`src/rtl/fetch_queue.sv`:
```
// -----------------------------------------------------------------------------
// fetch_queue
//   Instruction fetch unit with a small circular queue. It issues one word
//   fetch per cycle while queue credit remains, captures each response together
//   with the address it was issued for, and presents {pc, inst} to the execute
//   stage over a valid/ready handshake. A redirect from execute flushes the
//   queue, kills the outstanding request and restarts fetch at the new target.
//
// Parameters
//   DEPTH     number of queue entries (power of 2, 2..16)
//   RESET_PC  first fetch address after reset
//
// Ports
//   clk          single clock, rising edge
//   rst          asynchronous active-low reset
//   imem_req     fetch request (memory always accepts)
//   imem_addr    word-aligned fetch address
//   imem_rvalid  response valid, one cycle after imem_req
//   imem_rdata   returned instruction word
//   redirect     taken branch/jump from execute: flush and restart
//   redirect_pc  restart address (low two bits ignored)
//   out_valid    {out_pc, out_inst} valid toward execute
//   out_ready    execute accepts the presented entry
//   out_pc       PC of the presented instruction
//   out_inst     presented instruction word
//   count        current queue occupancy
//
// Configuration
//   FETCH_QUEUE_BYPASS_EN  when defined, a live response arriving while the
//                          queue is empty and execute is ready is presented in
//                          the same cycle instead of being written.
// -----------------------------------------------------------------------------
module fetch_queue #(
  parameter int unsigned DEPTH    = 4,
  parameter logic [31:0] RESET_PC = 32'h0000_0000
) (
  input  logic                     clk,
  input  logic                     rst,
  output logic                     imem_req,
  output logic [31:0]              imem_addr,
  input  logic                     imem_rvalid,
  input  logic [31:0]              imem_rdata,
  input  logic                     redirect,
  input  logic [31:0]              redirect_pc,
  output logic                     out_valid,
  input  logic                     out_ready,
  output logic [31:0]              out_pc,
  output logic [31:0]              out_inst,
  output logic [$clog2(DEPTH):0]   count
);

  localparam int unsigned AW = $clog2(DEPTH);
  localparam int unsigned CW = AW + 1;
  localparam logic [CW:0] DEPTH_E = (CW + 1)'(DEPTH);

  logic [31:0]   fetch_pc_q, fetch_pc_d;
  logic [31:0]   tag_q, tag_d;
  logic          inflight_q, inflight_d;
  logic [AW-1:0] wr_ptr_q, wr_ptr_d;
  logic [AW-1:0] rd_ptr_q, rd_ptr_d;
  logic [CW-1:0] count_q, count_d;

  logic [31:0]   pc_mem   [DEPTH];
  logic [31:0]   inst_mem [DEPTH];

  logic [CW:0]   occupancy;
  logic          live;
  logic          bypass_take;
  logic          push;
  logic          pop;
  logic          q_valid;

  // Handshake and credit. Queue entries plus the outstanding request must
  // never exceed DEPTH; a pop this cycle frees its slot only from next cycle.
  always_comb begin
    // NOTE: every signal driven here gets a value on every path (defaults
    // first), otherwise synthesis infers a latch.
    occupancy   = {1'b0, count_q} + {{CW{1'b0}}, inflight_q};
    imem_req    = rst && !redirect && (occupancy < DEPTH_E);
    imem_addr   = fetch_pc_q;
    // A response is live only if its request survived: inflight_q is cleared
    // by reset and by redirect, and a response landing in a redirect cycle
    // belongs to the squashed path.
    live        = imem_rvalid && inflight_q && !redirect;
`ifdef FETCH_QUEUE_BYPASS_EN
    bypass_take = live && (count_q == '0) && out_ready;
`else
    bypass_take = 1'b0;
`endif
    push        = live && !bypass_take;
    q_valid     = (count_q != '0) && !redirect;
    pop         = q_valid && out_ready;
    out_valid   = q_valid || bypass_take;
    out_pc      = 32'h0;
    out_inst    = 32'h0;
    if (bypass_take) begin
      out_pc   = tag_q;
      out_inst = imem_rdata;
    end else if (q_valid) begin
      out_pc   = pc_mem[rd_ptr_q];
      out_inst = inst_mem[rd_ptr_q];
    end
    count       = count_q;
  end

  // Next-state for fetch PC, request tag and queue bookkeeping.
  always_comb begin
    fetch_pc_d = fetch_pc_q;
    tag_d      = tag_q;
    inflight_d = imem_req;
    wr_ptr_d   = wr_ptr_q;
    rd_ptr_d   = rd_ptr_q;
    count_d    = count_q;
    if (redirect) begin
      // Low two bits are dropped so fetch always stays word aligned.
      fetch_pc_d = redirect_pc & ~32'h3;
      wr_ptr_d   = '0;
      rd_ptr_d   = '0;
      count_d    = '0;
    end else begin
      if (imem_req) begin
        fetch_pc_d = fetch_pc_q + 32'd4;
        tag_d      = fetch_pc_q;
      end
      if (push) wr_ptr_d = wr_ptr_q + 1'b1;
      if (pop)  rd_ptr_d = rd_ptr_q + 1'b1;
      count_d = count_q + CW'(push) - CW'(pop);
    end
  end

  always_ff @(posedge clk or negedge rst) begin
    // NOTE: state registers use non-blocking assignments so every flop samples
    // the pre-edge values regardless of statement order.
    if (!rst) begin
      fetch_pc_q <= RESET_PC;
      tag_q      <= 32'h0;
      inflight_q <= 1'b0;
      wr_ptr_q   <= '0;
      rd_ptr_q   <= '0;
      count_q    <= '0;
    end else begin
      fetch_pc_q <= fetch_pc_d;
      tag_q      <= tag_d;
      inflight_q <= inflight_d;
      wr_ptr_q   <= wr_ptr_d;
      rd_ptr_q   <= rd_ptr_d;
      count_q    <= count_d;
    end
  end

  // NOTE: the storage array has no reset; clearing count_q empties the queue,
  // and entries outside the occupied window are never presented.
  always_ff @(posedge clk) begin
    if (push) begin
      pc_mem[wr_ptr_q]   <= tag_q;
      inst_mem[wr_ptr_q] <= imem_rdata;
    end
  end

  // Credit accounting must make overflow impossible.
  a_no_overflow : assert property (@(posedge clk) disable iff (!rst)
    !(push && !pop && (count_q == CW'(DEPTH))));

endmodule

```
`config.mk`:
```
export PLATFORM = sky130hd
export DESIGN_NAME = fetch_queue
export DESIGN_NICKNAME = d
export VERILOG_FILES = /design/src/rtl/fetch_queue.sv
export SDC_FILE = /design/constraint.sdc
export NUM_CORES = 1
export LEC_CHECK = 0
export ABC_CLOCK_PERIOD_IN_PS = 3450
export CORE_ASPECT_RATIO = 0.8
export CORE_MARGIN = 2
export CORE_UTILIZATION = 55
export DETAILED_ROUTE_END_ITERATION = 12
export GPL_ROUTABILITY_DRIVEN = 0
export HOLD_SLACK_MARGIN = 0.05
export PLACE_DENSITY = 0.8
export RECOVER_POWER = 50
export SLEW_MARGIN = 20
export SYNTH_ARGS = -nofsm -noshare
export SYNTH_HDL_FRONTEND = slang
export SYNTH_SLANG_ARGS = --single-unit
```
`constraint.sdc`:
```
create_clock -name clk -period 3.45 [get_ports clk]
set_input_delay 0.345 -clock clk [delete_from_list [all_inputs] [get_ports clk]]
set_output_delay 0.345 -clock clk [all_outputs]
set_load 0.05 [all_outputs]
```
# Word level (Yosys, flattened, before mapping)
# Memories as Yosys holds them, arrays and structs flattened.
# Index checks and enable logic that the tools add are counted.
# Widths: inputs -> output; s select.
dict set report word_totals {
  regBits 72
  mem_bits_rw 256
  input_bits 69
  output_inout_bits 101
  elab_cells 39
  n_memories 2
}
dict set report op_classes {
  addsub 6
  magnitude_cmp 1
  muxes 11
  bitwise 1
  reduce_logical 12
}
# name words word_bits read_ports rd_clocked_by_memory_dff wr line
set memory_table {}
lappend memory_table {inst_mem 4 32 1 0 1 64} ;# logic [31:0] inst_mem [DEPTH];
lappend memory_table {pc_mem 4 32 1 0 1 63} ;# logic [31:0] pc_mem [DEPTH];
# op n
set ops {}
lappend ops {{$mux 32} 4}
lappend ops {{$add 32x3->32 const B} 1}
lappend ops {{$mux 2} 4}
lappend ops {{$logic_and 1x1->1} 6}
lappend ops {{$reduce_bool 2->1} 3}
lappend ops {{$add 2x1->2 const B} 2}
lappend ops {{$add 3x1->4} 1}
lappend ops {{$lt 4x3->1 const B} 1}
lappend ops {{$add 3x1->3} 1}
lappend ops {{$mux 3} 1}
lappend ops {{$reduce_bool 3->1} 1}
lappend ops {{$sub 3x1->3} 1}
lappend ops {{$mux 1} 2}
lappend ops {{$reduce_and 2->1} 1}
lappend ops {{$logic_not 1->1} 1}
lappend ops {{$not 1->1} 1}

# Logic depth before layout (Yosys ltp)
dict set report depth {
  depth_word 5
  mapped_depth 11
}

# Least setup slack after synthesis
# No wires, ideal clock.
dict set report synth_path {
  path_kind {input port to flip-flop}
  from {input redirect}
  to {memory inst_mem[0][0], enable pin}
  setup_ns 0.427
  arrival_time_ns 2.434
  t_required_ns 3.023
  slack_ns 0.590
  path_stages 4
  cell_sequence {clkbuf_1 clkbuf_1 nor2_1 and2_1}
}
dict set report synth_via {
  elab_chain_cells 4
}
# element line
set synth_lines {}
lappend synth_lines {{start: declaration} 43} ;# input logic redirect,
lappend synth_lines {{$logic_not 1->1} 84} ;# live = imem_rvalid && inflight_q && !redirect;
lappend synth_lines {{$logic_and 1x1->1} 84}
lappend synth_lines {{$mux 1} 154} ;# if (push) begin
lappend synth_lines {{$mux 1 (implied by the code)} 156} ;# inst_mem[wr_ptr_q] <= imem_rdata;
lappend synth_lines {{end: declaration} 64}
# Every way passes these cells.

# Final worst setup path
dict set report layout_path {
  from {register rd_ptr_q[0]}
  to {output out_inst[13]}
}
dict set report layout_via {
  elab_chain_cells 2
}
# element line
set layout_lines {}
lappend layout_lines {{start: declaration} 60} ;# logic [AW-1:0] rd_ptr_q, rd_ptr_d;
lappend layout_lines {{start signal: assignment} 146} ;# rd_ptr_q <= rd_ptr_d;
lappend layout_lines {{$mem_v2 4x32} --}
lappend layout_lines {{$mux 32} 99} ;# end else if (q_valid) begin
lappend layout_lines {{end: declaration} 48} ;# output logic [31:0] out_inst,
# Every way passes these cells.

==> impl_metrics.prom <==
# TYPE chip_impl_metric gauge
chip_impl_info{name="run_status",value="complete, but fails checks"} 1
chip_impl_info{name="violations_in_the_final_reports",value="capacitance limit, slew limit"} 1
chip_impl_info{name="synthTopCellsByArea",value="edfxtp_1, dfrtp_1, mux4_2"} 1
chip_impl_info{name="critical_path.startpoint_type",value="register"} 1
chip_impl_metric{name="tcrit_tclk_final",unit="%"} 93.9
chip_impl_metric{name="required",unit="ns"} 3.11
chip_impl_info{name="rsz0062_at_grt",value="false"} 1
chip_impl_metric{name="maximum_number_of_pins_on_one_net_before_global_route_repair",unit=""} 55
chip_impl_metric{name="rows",unit=""} 49
chip_impl_metric{name="p_int",unit="mW"} 7.81
chip_impl_metric{name="drt-vias-per-instance",unit=""} 5.64
chip_impl_metric{name="synthCells",unit=""} 708
chip_impl_metric{name="synth_edf_count",unit=""} 248
chip_impl_metric{name="drt-total-wl",unit="um"} 25700
chip_impl_metric{name="post_synthesis_sequential_element_count",unit=""} 316
chip_impl_metric{name="totalNegativeSetupSlack",unit="ns"} 0
chip_impl_metric{name="drive_above_1_share",unit="%"} 19.2
chip_impl_info{name="tritoncts",value="yes"} 1
chip_impl_metric{name="grt.total_usage",unit="%"} 22.0
chip_impl_metric{name="route.detailed.drc",unit=""} 0
chip_impl_metric{name="timing.final.hold_violations",unit=""} 0
chip_impl_metric{name="initial_utilization",unit="%"} 56.4
chip_impl_metric{name="max_freq",unit="GHz"} 0.309
chip_impl_metric{name="switchingPower",unit="mW"} 3.17
chip_impl_metric{name="cts.sinks",unit=""} 316
chip_impl_metric{name="max_cap_viols",unit=""} 1
chip_impl_metric{name="clk_path_buf_depth",unit=""} 3
chip_impl_metric{name="clock_power_share",unit="%"} 33.3
chip_impl_metric{name="die_w",unit="um"} 174
chip_impl_metric{name="max-vdd-ir-drop",unit="uV"} 417
chip_impl_metric{name="area.growth.synth_to_final",unit="%"} 25.6
chip_impl_metric{name="switching_share",unit="%"} 28.9
chip_impl_metric{name="finalSetupViolCount",unit=""} 0
chip_impl_info{name="cp-startpoint",value="rd_ptr_q[0]"} 1
chip_impl_info{name="worstSetupEndpointType",value="primary output"} 1
chip_impl_metric{name="chipHeight",unit="um"} 140
chip_impl_metric{name="route.vias.total",unit=""} 6906
chip_impl_metric{name="crit_fanout",unit=""} 23
chip_impl_metric{name="clkLatencyLatePin",unit="ns"} 0.51
chip_impl_metric{name="post-dp-hpwl",unit="um"} 16000
chip_impl_metric{name="netlist.area_leader.share",unit="%"} 58.4
chip_impl_metric{name="final.min_clock_period",unit="ns"} 3.24
chip_impl_metric{name="portBuffers",unit=""} 163
chip_impl_metric{name="dpl.cell_count",unit=""} 1163
chip_impl_info{name="cts.root.buffer_cell",value="clkbuf_16"} 1
chip_impl_info{name="synth_top_area_cell",value="edfxtp_1"} 1
chip_impl_metric{name="syn_avg_cell_area",unit="um2"} 18.0
chip_impl_info{name="hold_wc_startpoint",value="redirect_pc[8]"} 1
chip_impl_metric{name="htree_levels",unit=""} 2
chip_impl_metric{name="cts.reportedPaths.clkPinSlew",unit="ns"} 0.06
chip_impl_metric{name="drtPass1Iterations",unit=""} 5
chip_impl_metric{name="grt_antenna_before_repair",unit=""} 0
chip_impl_metric{name="grt_pass1_wl",unit="um"} 41100
chip_impl_metric{name="finish.cell_count_without_fillers",unit=""} 1224
chip_impl_metric{name="die_area",unit="um2"} 24400
chip_impl_metric{name="overflow",unit=""} 0
chip_impl_metric{name="slew_violations",unit=""} 29
chip_impl_metric{name="drt_iter0_drc",unit=""} 673
chip_impl_metric{name="netlist_area",unit="um2"} 12800
chip_impl_info{name="synth.most_common_cell",value="edfxtp_1"} 1
chip_impl_metric{name="first_global_vias",unit=""} 7272
chip_impl_metric{name="clock_buffers_created_by_tritoncts",unit=""} 34
chip_impl_info{name="synth-main-ff-cell",value="edfxtp_1"} 1
chip_impl_info{name="path_class",value="reg -> out"} 1
chip_impl_info{name="synth.cells.most_frequent",value="edfxtp_1, and2_1, dfrtp_1"} 1
chip_impl_metric{name="ys_warn_count",unit=""} 0
chip_impl_metric{name="power.density_cell_area",unit="nW/um2"} 685
chip_impl_metric{name="sequentialPowerShare",unit="%"} 44.0
chip_impl_info{name="min-delay-path-class",value="in -> reg"} 1
chip_impl_metric{name="design.final.nets",unit=""} 973
chip_impl_metric{name="postRouteAntennaNets",unit=""} 0
chip_impl_metric{name="slew_headroom",unit="%"} -1.89
chip_impl_metric{name="worst_slew_pin_slew",unit="ns"} 1.53
chip_impl_metric{name="static_leak",unit="nW"} 5.45
chip_impl_metric{name="antennaDiodeCount",unit=""} 0
chip_impl_metric{name="critical_path_arrival",unit="ns"} 2.90
chip_impl_metric{name="netlist-cell-type-count",unit=""} 48
chip_impl_metric{name="floorplan.io_pins",unit=""} 170
chip_impl_metric{name="synth_async_sr_flop_share",unit="%"} 21.5
chip_impl_metric{name="synth_sequential_area_ratio",unit="%"} 71.7
chip_impl_metric{name="drt-wirelength-per-cell",unit="um"} 21.0
chip_impl_metric{name="core-area",unit="um2"} 22600
chip_impl_metric{name="final.setup_skew",unit="ns"} 0.0252
chip_impl_metric{name="combinationalPowerShare",unit="%"} 22.7
chip_impl_info{name="rr_startpoint",value="inflight_q"} 1
==> metrics by stage <==
step	hold WS, ns	power (mW)	worst slack [ns]	util (%)	area [um2]
final	0.382	11.0	0.209	70.8	16000
after global routing	0.400	11.4	0.0664	70.8	16000
after CTS	0.231	11.1	0.139	70.9	16000
after detailed placement	0.244	7.39	0.508	65.7	14900
after global placement	0.242	7.34	0.521	65.7	14900
after floorplan	0.0494	6.48	0.590	-	12800
==> cell usage in the layout, fill, tap and decap left out, drive strengths merged, types with 4 or more instances in the layout <==
master / instances
a31oi: 5
and2: 68
and3: 6
and4: 4
buf: 21
bufinv: 4
clkbuf: 45
clkdlybuf4s50: 128
clkinv: 9
conb: 4
dfrtp: 68
dlygate4sd3: 33
edfxtp: 248
ha: 8
inv: 10
mux2: 32
mux4: 62
nand2: 33
nand3: 9
nand4: 13
nor2: 15
nor3: 8
o21ai: 25
or3: 6
xnor2: 12
xor2: 11
==> power by group through the flow <==
| stage | sequential (mW) | clock (mW) | combinational, mW |
|---|---|---|---|
| after floorplan | 4.91 | 0 | 1.58 |
| after global placement | 4.91 | 0 | 2.43 |
| after detailed placement | 4.93 | 0 | 2.46 |
| after CTS | 4.83 | 3.74 | 2.53 |
| after global routing | 4.88 | 3.88 | 2.63 |
| final | 4.83 | 3.66 | 2.49 |
==> kinds of logic after synthesis <==
family	count (synthesis)	synth area share [%]
adders and majority gates	9	0.942
DFF	316	71.7
buffers and inverters	44	1.62
other	1	0.0294
muxes	95	13.8
AOI/OAI and AO/OA	45	2.29
and+or+nand+nor	175	7.97
xor gates and xnor gates	23	1.58
==> critical path, stage by stage, from the launching register on <==
cell,delay (ns)
dfrtp_4,0.70
buf_12,0.28
mux4_2,0.53
and2_1,0.18
clkdlybuf4s50_1,0.69
==> metal layers <==
layer	routed length (um)	part of all wire, %	vias to the layer above	global-route usage, %
met5	0	0	-	0
met4	468	1.8	0	5.88
met3	2020	7.8	36	5.29
met2	11700	46	295	33.2
met1	11500	45	3459	32.7
li1	-	-	3116	-
==> state kept, by name (all words and copies together) (netlist names) <==
signal,flops
inflight_q,1
count,3
imem_addr,30
inst_mem,128
wr_ptr_q,2
pc_mem,120
rd_ptr_q,2
tag_q,30
==> cell type report <==
type                            instances  area [um2]
Sequential cell                       316        9150
Multi-Input combinational cell        351        3420
Clock inverter                         16         195
Clock buffer                           43         947
Tap cell                              306         383
Inverter                                8        30.0
Timing Repair Buffer                  184        1900
Fill cell                            1420        6600
==> final timing paths <==
check,endpoint,slack (ns),cells after the start
setup / recovery,out_inst[13],0.21,4
hold / removal,imem_addr[8],0.38,3
setup reg to reg,inst_mem[1][30],0.63,4
hold reg to reg,pc_mem[2][22],0.51,0
max in group asynchronous,rd_ptr_q[0],1.45,3
min in group asynchronous,tag_q[10],0.39,2
==> repair_timing <==
action | 4_1_cts | 5_1_grt
setup buffers | 1 | 0
setup endpoints to repair | 13 | 0
resized for setup | 0 | 0
hold buffers | 1 | 0
hold endpoints to repair | 6 | 0
No activity file was read; power rests on OpenSTA's default activity.
